File: src/rtl/operand_stack_exec.sv
// operand_stack_exec: operand stack with a push path and an external-ALU execute path.
// The stack lives in a register array; tos/depth/fault come from registered state.
package stackcpu_defs;
   localparam int DATA_WIDTH_DEF = 16;
   typedef enum logic [3:0] {
      PUSH_IMMEDIATE = 4'd0, ADD, SUB, MUL, DIV, MOD, AND, OR, INVERT
   } opcode_t;
endpackage

module operand_stack_exec import stackcpu_defs::*; #(
   parameter int DATA_WIDTH  = DATA_WIDTH_DEF,
   parameter int STACK_DEPTH = 16,
   localparam int AW = $clog2(STACK_DEPTH),
   localparam int DW = AW + 1
) (
   input  logic                         clk,
   input  logic                         rst_n,
   input  logic                         instr_valid,
   output logic                         instr_ready,
   input  opcode_t                      instr_opcode,
   input  logic signed [DATA_WIDTH-1:0] instr_imm,
   output opcode_t                      alu_opcode,
   output logic signed [DATA_WIDTH-1:0] alu_operand1,
   output logic signed [DATA_WIDTH-1:0] alu_operand2,
   input  logic signed [DATA_WIDTH-1:0] alu_result,
   input  logic                         alu_error,
   output logic signed [DATA_WIDTH-1:0] tos,
   output logic [DW-1:0]                depth,
   output logic [1:0]                   fault,
   input  logic                         clear_fault
);
   typedef enum logic [1:0] {IDLE, EXEC, WRITE, FAULT} state_t;
   state_t state;
   opcode_t op_r;
   logic signed [DATA_WIDTH-1:0] mem [STACK_DEPTH];
   logic signed [DATA_WIDTH-1:0] res_r, wdata;
   logic err_r, binary_in, binary_r, accept_push, we, exec;
   logic [AW-1:0] top_i, sec_i, waddr;

   assign top_i       = AW'(depth - 1'b1);
   assign sec_i       = AW'(depth - 2'd2);
   assign binary_in   = instr_opcode inside {ADD, SUB, MUL, DIV, MOD, AND, OR};
   assign binary_r    = op_r inside {ADD, SUB, MUL, DIV, MOD, AND, OR};
   assign accept_push = state == IDLE && instr_valid && instr_opcode == PUSH_IMMEDIATE
                        && depth != DW'(STACK_DEPTH);
   // rst_n gates the write so an edge seen while reset is held never touches the array
   assign we          = rst_n && (accept_push || (state == WRITE && !err_r));
   assign waddr       = accept_push ? depth[AW-1:0] : (binary_r ? sec_i : top_i);
   assign wdata       = accept_push ? instr_imm : res_r;
   assign exec        = state == EXEC;

   assign instr_ready  = state == IDLE;
   assign alu_opcode   = exec ? op_r : PUSH_IMMEDIATE;
   assign alu_operand1 = exec && depth >= DW'(2) ? mem[sec_i] : '0;
   assign alu_operand2 = exec && depth != '0 ? mem[top_i] : '0;
   assign tos          = depth != '0 ? mem[top_i] : '0;

   always_ff @(posedge clk) begin
      if (we) mem[waddr] <= wdata;
   end

   always_ff @(posedge clk or negedge rst_n) begin
      if (!rst_n) begin
         state <= IDLE;
         depth <= '0;
         fault <= 2'b00;
         op_r  <= PUSH_IMMEDIATE;
         res_r <= '0;
         err_r <= 1'b0;
      end else begin
         case (state)
            IDLE: if (instr_valid) begin
               op_r <= instr_opcode;
               if (instr_opcode == PUSH_IMMEDIATE) begin
                  if (accept_push) depth <= depth + 1'b1;
                  else begin
                     fault <= 2'b10;
                     state <= FAULT;
                  end
               end else if (!(binary_in || instr_opcode == INVERT)) begin
                  fault <= 2'b11;
                  state <= FAULT;
               end else if (depth >= (binary_in ? DW'(2) : DW'(1))) begin
                  state <= EXEC;
               end else begin
                  fault <= 2'b01;
                  state <= FAULT;
               end
            end
            EXEC: begin
               res_r <= alu_result;
               err_r <= alu_error;
               state <= WRITE;
            end
            WRITE: if (err_r) begin
               fault <= 2'b11;
               state <= FAULT;
            end else begin
               if (binary_r) depth <= depth - 1'b1;
               state <= IDLE;
            end
            FAULT: if (clear_fault) begin
               fault <= 2'b00;
               state <= IDLE;
            end
            default: state <= IDLE;
         endcase
      end
   end
endmodule
File: config.mk
export PLATFORM = sky130hd
export DESIGN_NAME = operand_stack_exec
export DESIGN_NICKNAME = d
export VERILOG_FILES = /design/src/rtl/operand_stack_exec.sv
export SDC_FILE = /design/constraint.sdc
export NUM_CORES = 1
export LEC_CHECK = 0
export ABC_CLOCK_PERIOD_IN_PS = 4950
export CELL_PAD_IN_SITES_DETAIL_PLACEMENT = 0
export CELL_PAD_IN_SITES_GLOBAL_PLACEMENT = 1
export CORE_MARGIN = 2
export CORE_UTILIZATION = 50
export DETAILED_ROUTE_END_ITERATION = 6
export GPL_ROUTABILITY_DRIVEN = 0
export GPL_TIMING_DRIVEN = 0
export PLACE_DENSITY = 0.84
export SYNTH_ARGS = -nofsm -noshare
export SYNTH_HDL_FRONTEND = slang
export SYNTH_SLANG_ARGS = --single-unit
File: constraint.sdc
create_clock -name clk -period 4.95 [get_ports clk]
set_clock_uncertainty 0.05 [all_clocks]
set_input_delay 0.7425 -clock clk [delete_from_list [all_inputs] [get_ports clk]]
set_output_delay 0.7425 -clock clk [all_outputs]
set_load 0.02 [all_outputs]
==> flow_summary.toml <==
[status]
outcome = "finished, final reports clean"

[worst_setup_path]
crit_buf_inv = 5
critPathMaxFanout = 10
cp.arrival_ns = 4.03
max_stage_delay_ns = 0.58
start_kind = "register"
reg2reg_to = "mem[15][8]"
cp_slowest_cell = "clkdlybuf4s50_1"
crit_top_cell = "buf_2"
cp.required_ns = 4.16
r2r_slack_ns = 1.17
worst-setup-path-type = "reg2out"
r2r_cells = 10
cp_cell_sequence = "buf_2 -> inv_1 -> ha_1 -> clkbuf_2 -> buf_2 -> mux4_2 -> mux2i_1 -> o22ai_1 -> clkdlybuf4s50_1"
critPathCaptureType = "primary output"
crit_family = "buffers and inverters"
crit_cells = 9
rr_startpoint = "depth[0]"

[sta]
setup_slack_ns = 0.131
fmax_ghz = 0.208
fin_crit_sh = 0.974
setup_tns_ns = 0
rsz0062_at_grt = "no"
fin_crit_ns = 4.82
hold_viol_final = 0
maxSlewViolCount = 0
setup-violations-final = 0
slew_headroom = 0.285
holdWs_ns = 0.230
worstMarginPinSlew_ns = 1.07

[clock_tree]
clock_latency_ns = 0.55
cts_sinks = 286
cts-root-buf = "clkbuf_16"
cts_resized = 7
htreeDepth = 1
cts_buffer_depth = 3
cts-hold-fix-buffers = 0
post_cts_buffers = 0
clk_pin_slew_worst_paths_ns = 0.06
numCtsBuffers = 29
cts_tree = "done"

[yosys]
synthCells = 754
synth_fp_nets = 804
synth-seq-cells = 286
synth_top_flop_cell = "edfxtp_1"
syn_area_sq_um = 13800
synth_edf_count = 256
ys_types = 53
syn_area_per_cell_sq_um = 18.3
yosysWarnings = 0
async_flop_share = 0.105
ys_seq_area_frac = 0.610

[global_route]
grt_pass1_wl_mm = 54.2
grt.total_usage = 0.263
antenna_found_initial = 0
grt-ovfl-total = 0
first_global_vias = 8508
grt_max_degree = 35

[routing]
wl_mm = 37.4
drt-initial-drc-count = 1133
wl_per_cell_um = 29.4
antenna_left = 0
route.vias.total = 8433
routed_via_density = 6.63
post-route-drc-count = 0
drt-pass1-iter-count = 7

[floorplan]
die_w_um = 170
io_pins = 101
start_util = 0.512
die_area_sq_um = 29000
die_y_um = 170
row_count = 60
core-area_sq_um = 27000

[final_layout]
area_growth_pct = 19.6
n_antenna_cell = 0
nets = 959
final_cells = 1272
drive_gt1_frac = 0.318
fill_cells = 1974

[run]
maxCapViolCount = 0

[power]
p_per_area_nw_per_um2 = 696
cellLeakagePower_nw = 5.53
vdd_ir_drop_max_uv = 581

[hold_path]
hp-class = "in2async"

[place]
pre_cts_slack_ns = 0.165
io_buffer_count = 100
dp.final_hpwl_mm = 26.1
dp.cells = 1219
==> final cells by class <==
cell class / instances / area, sq um / share of cell area
multi-input cells: 404 / 5170 / 0.313
plain buffers: 55 / 282 / 0.0170
clock buffers: 34 / 744 / 0.0450
clock inverters: 19 / 114 / 0.00688
inverters: 9 / 33.8 / 0.00204
repair buffers: 124 / 1330 / 0.0803
flip-flops and latches: 286 / 8440 / 0.510
well taps: 341 / 427 / 0.0258
==> Yosys cell counts, drive strengths merged, types with 2 or more instances <==
| master | instances | area (sq um) |
|---|---|---|
| or3 | 3 | 18.8 |
| edfxtp | 256 | 7690 |
| o21ai | 15 | 75.1 |
| buf | 31 | 183 |
| mux2i | 64 | 641 |
| nor3 | 16 | 85.1 |
| dfrtp | 30 | 751 |
| and2 | 4 | 25.0 |
| a31oi | 3 | 25.0 |
| nand2 | 11 | 41.3 |
| xnor2 | 7 | 61.3 |
| o22ai | 48 | 300 |
| nor2b | 3 | 18.8 |
| a211oi | 2 | 15.0 |
| inv | 9 | 33.8 |
| nand3b | 2 | 15.0 |
| ha | 9 | 113 |
| xor2 | 3 | 26.3 |
| a21oi | 5 | 32.5 |
| nand3 | 4 | 20.0 |
| nor2 | 14 | 52.6 |
| o32ai | 2 | 17.5 |
| mux4 | 128 | 2880 |
| clkbuf | 24 | 90.1 |
| nand2b | 2 | 12.5 |
| mux2 | 38 | 428 |
==> stage by stage <==
stage           util  power, mW  area, sq um
3_5_place_dp   0.579       9.50        15700
5_1_grt        0.612       12.0        16500
4_1_cts        0.611       11.5        16500
6_report       0.612       11.5        16500
2_1_floorplan      -       7.26        13800
3_3_place_gp   0.565       9.34        15300
==> state kept, by name (all words and copies together) (netlist names) <==
| signal | cells |
|---|---|
| mem | 256 |
| depth | 5 |
| fault | 2 |
| state | 2 |
| err_r | 1 |
| res_r | 16 |
| op_r | 4 |
==> logic make-up after synthesis <==
| logic type | count (synthesis) | share of synthesized area |
|---|---|---|
| AOI/OAI and AO/OA | 86 | 0.0405 |
| xor gates and xnor gates | 10 | 0.00633 |
| adders and majority gates | 9 | 0.00814 |
| buffers and inverters | 64 | 0.0222 |
| DFF | 286 | 0.610 |
| muxes | 230 | 0.286 |
| and+or+nand+nor | 69 | 0.0273 |
==> where the power goes <==
part / switching (mW) / internal (mW) / total, mW
clock: 0.889 / 1.12 / 2.01
sequential: 0.134 / 3.20 / 3.33
combinational: 3.53 / 2.64 / 6.18
total: 4.56 / 6.96 / 11.5
==> worst max-delay path by stage <==
stage | startpoint | to | slack [ns]
2_1_floorplan | instr_opcode[1] | mem[0][0] | 1.35
3_3_place_gp | rst_n | mem[11][5] | -0.92
3_5_place_dp | depth[0] | tos[12] | 0.16
4_1_cts | depth[1] | alu_operand2[15] | 0.04
5_1_grt | depth[2] | tos[14] | 0.001
6_report | depth[0] | tos[12] | 0.13
==> metal layers <==
metal | global-route usage | share of wire | vias to the layer above
li1 | - | - | 3497
met2 | 0.424 | 0.48 | 522
met1 | 0.378 | 0.39 | 4341
met3 | 0.0365 | 0.10 | 73
met4 | 0.0814 | 0.028 | 0
met5 | 0 | 0 | -
==> layout by cell type (no fill, tap or decap), types with 3 or more instances in the layout <==
master / count
a21oi_1: 3
and2_1: 4
buf_2: 25
buf_4: 3
buf_6: 16
buf_8: 9
clkbuf_1: 22
clkbuf_16: 29
clkbuf_2: 6
clkdlybuf4s50_1: 99
clkinv_1: 8
clkinv_2: 9
dfrtp_1: 30
edfxtp_1: 256
ha_1: 9
inv_1: 9
mux2_2: 38
mux2i_1: 64
mux4_2: 128
nand2_1: 11
nor2_1: 6
nor2_2: 8
nor2b_1: 3
nor3_1: 7
nor3_2: 9
o21ai_0: 15
o22ai_1: 48
or3_1: 3
xnor2_1: 6
(Power assumes the default switching activity.)
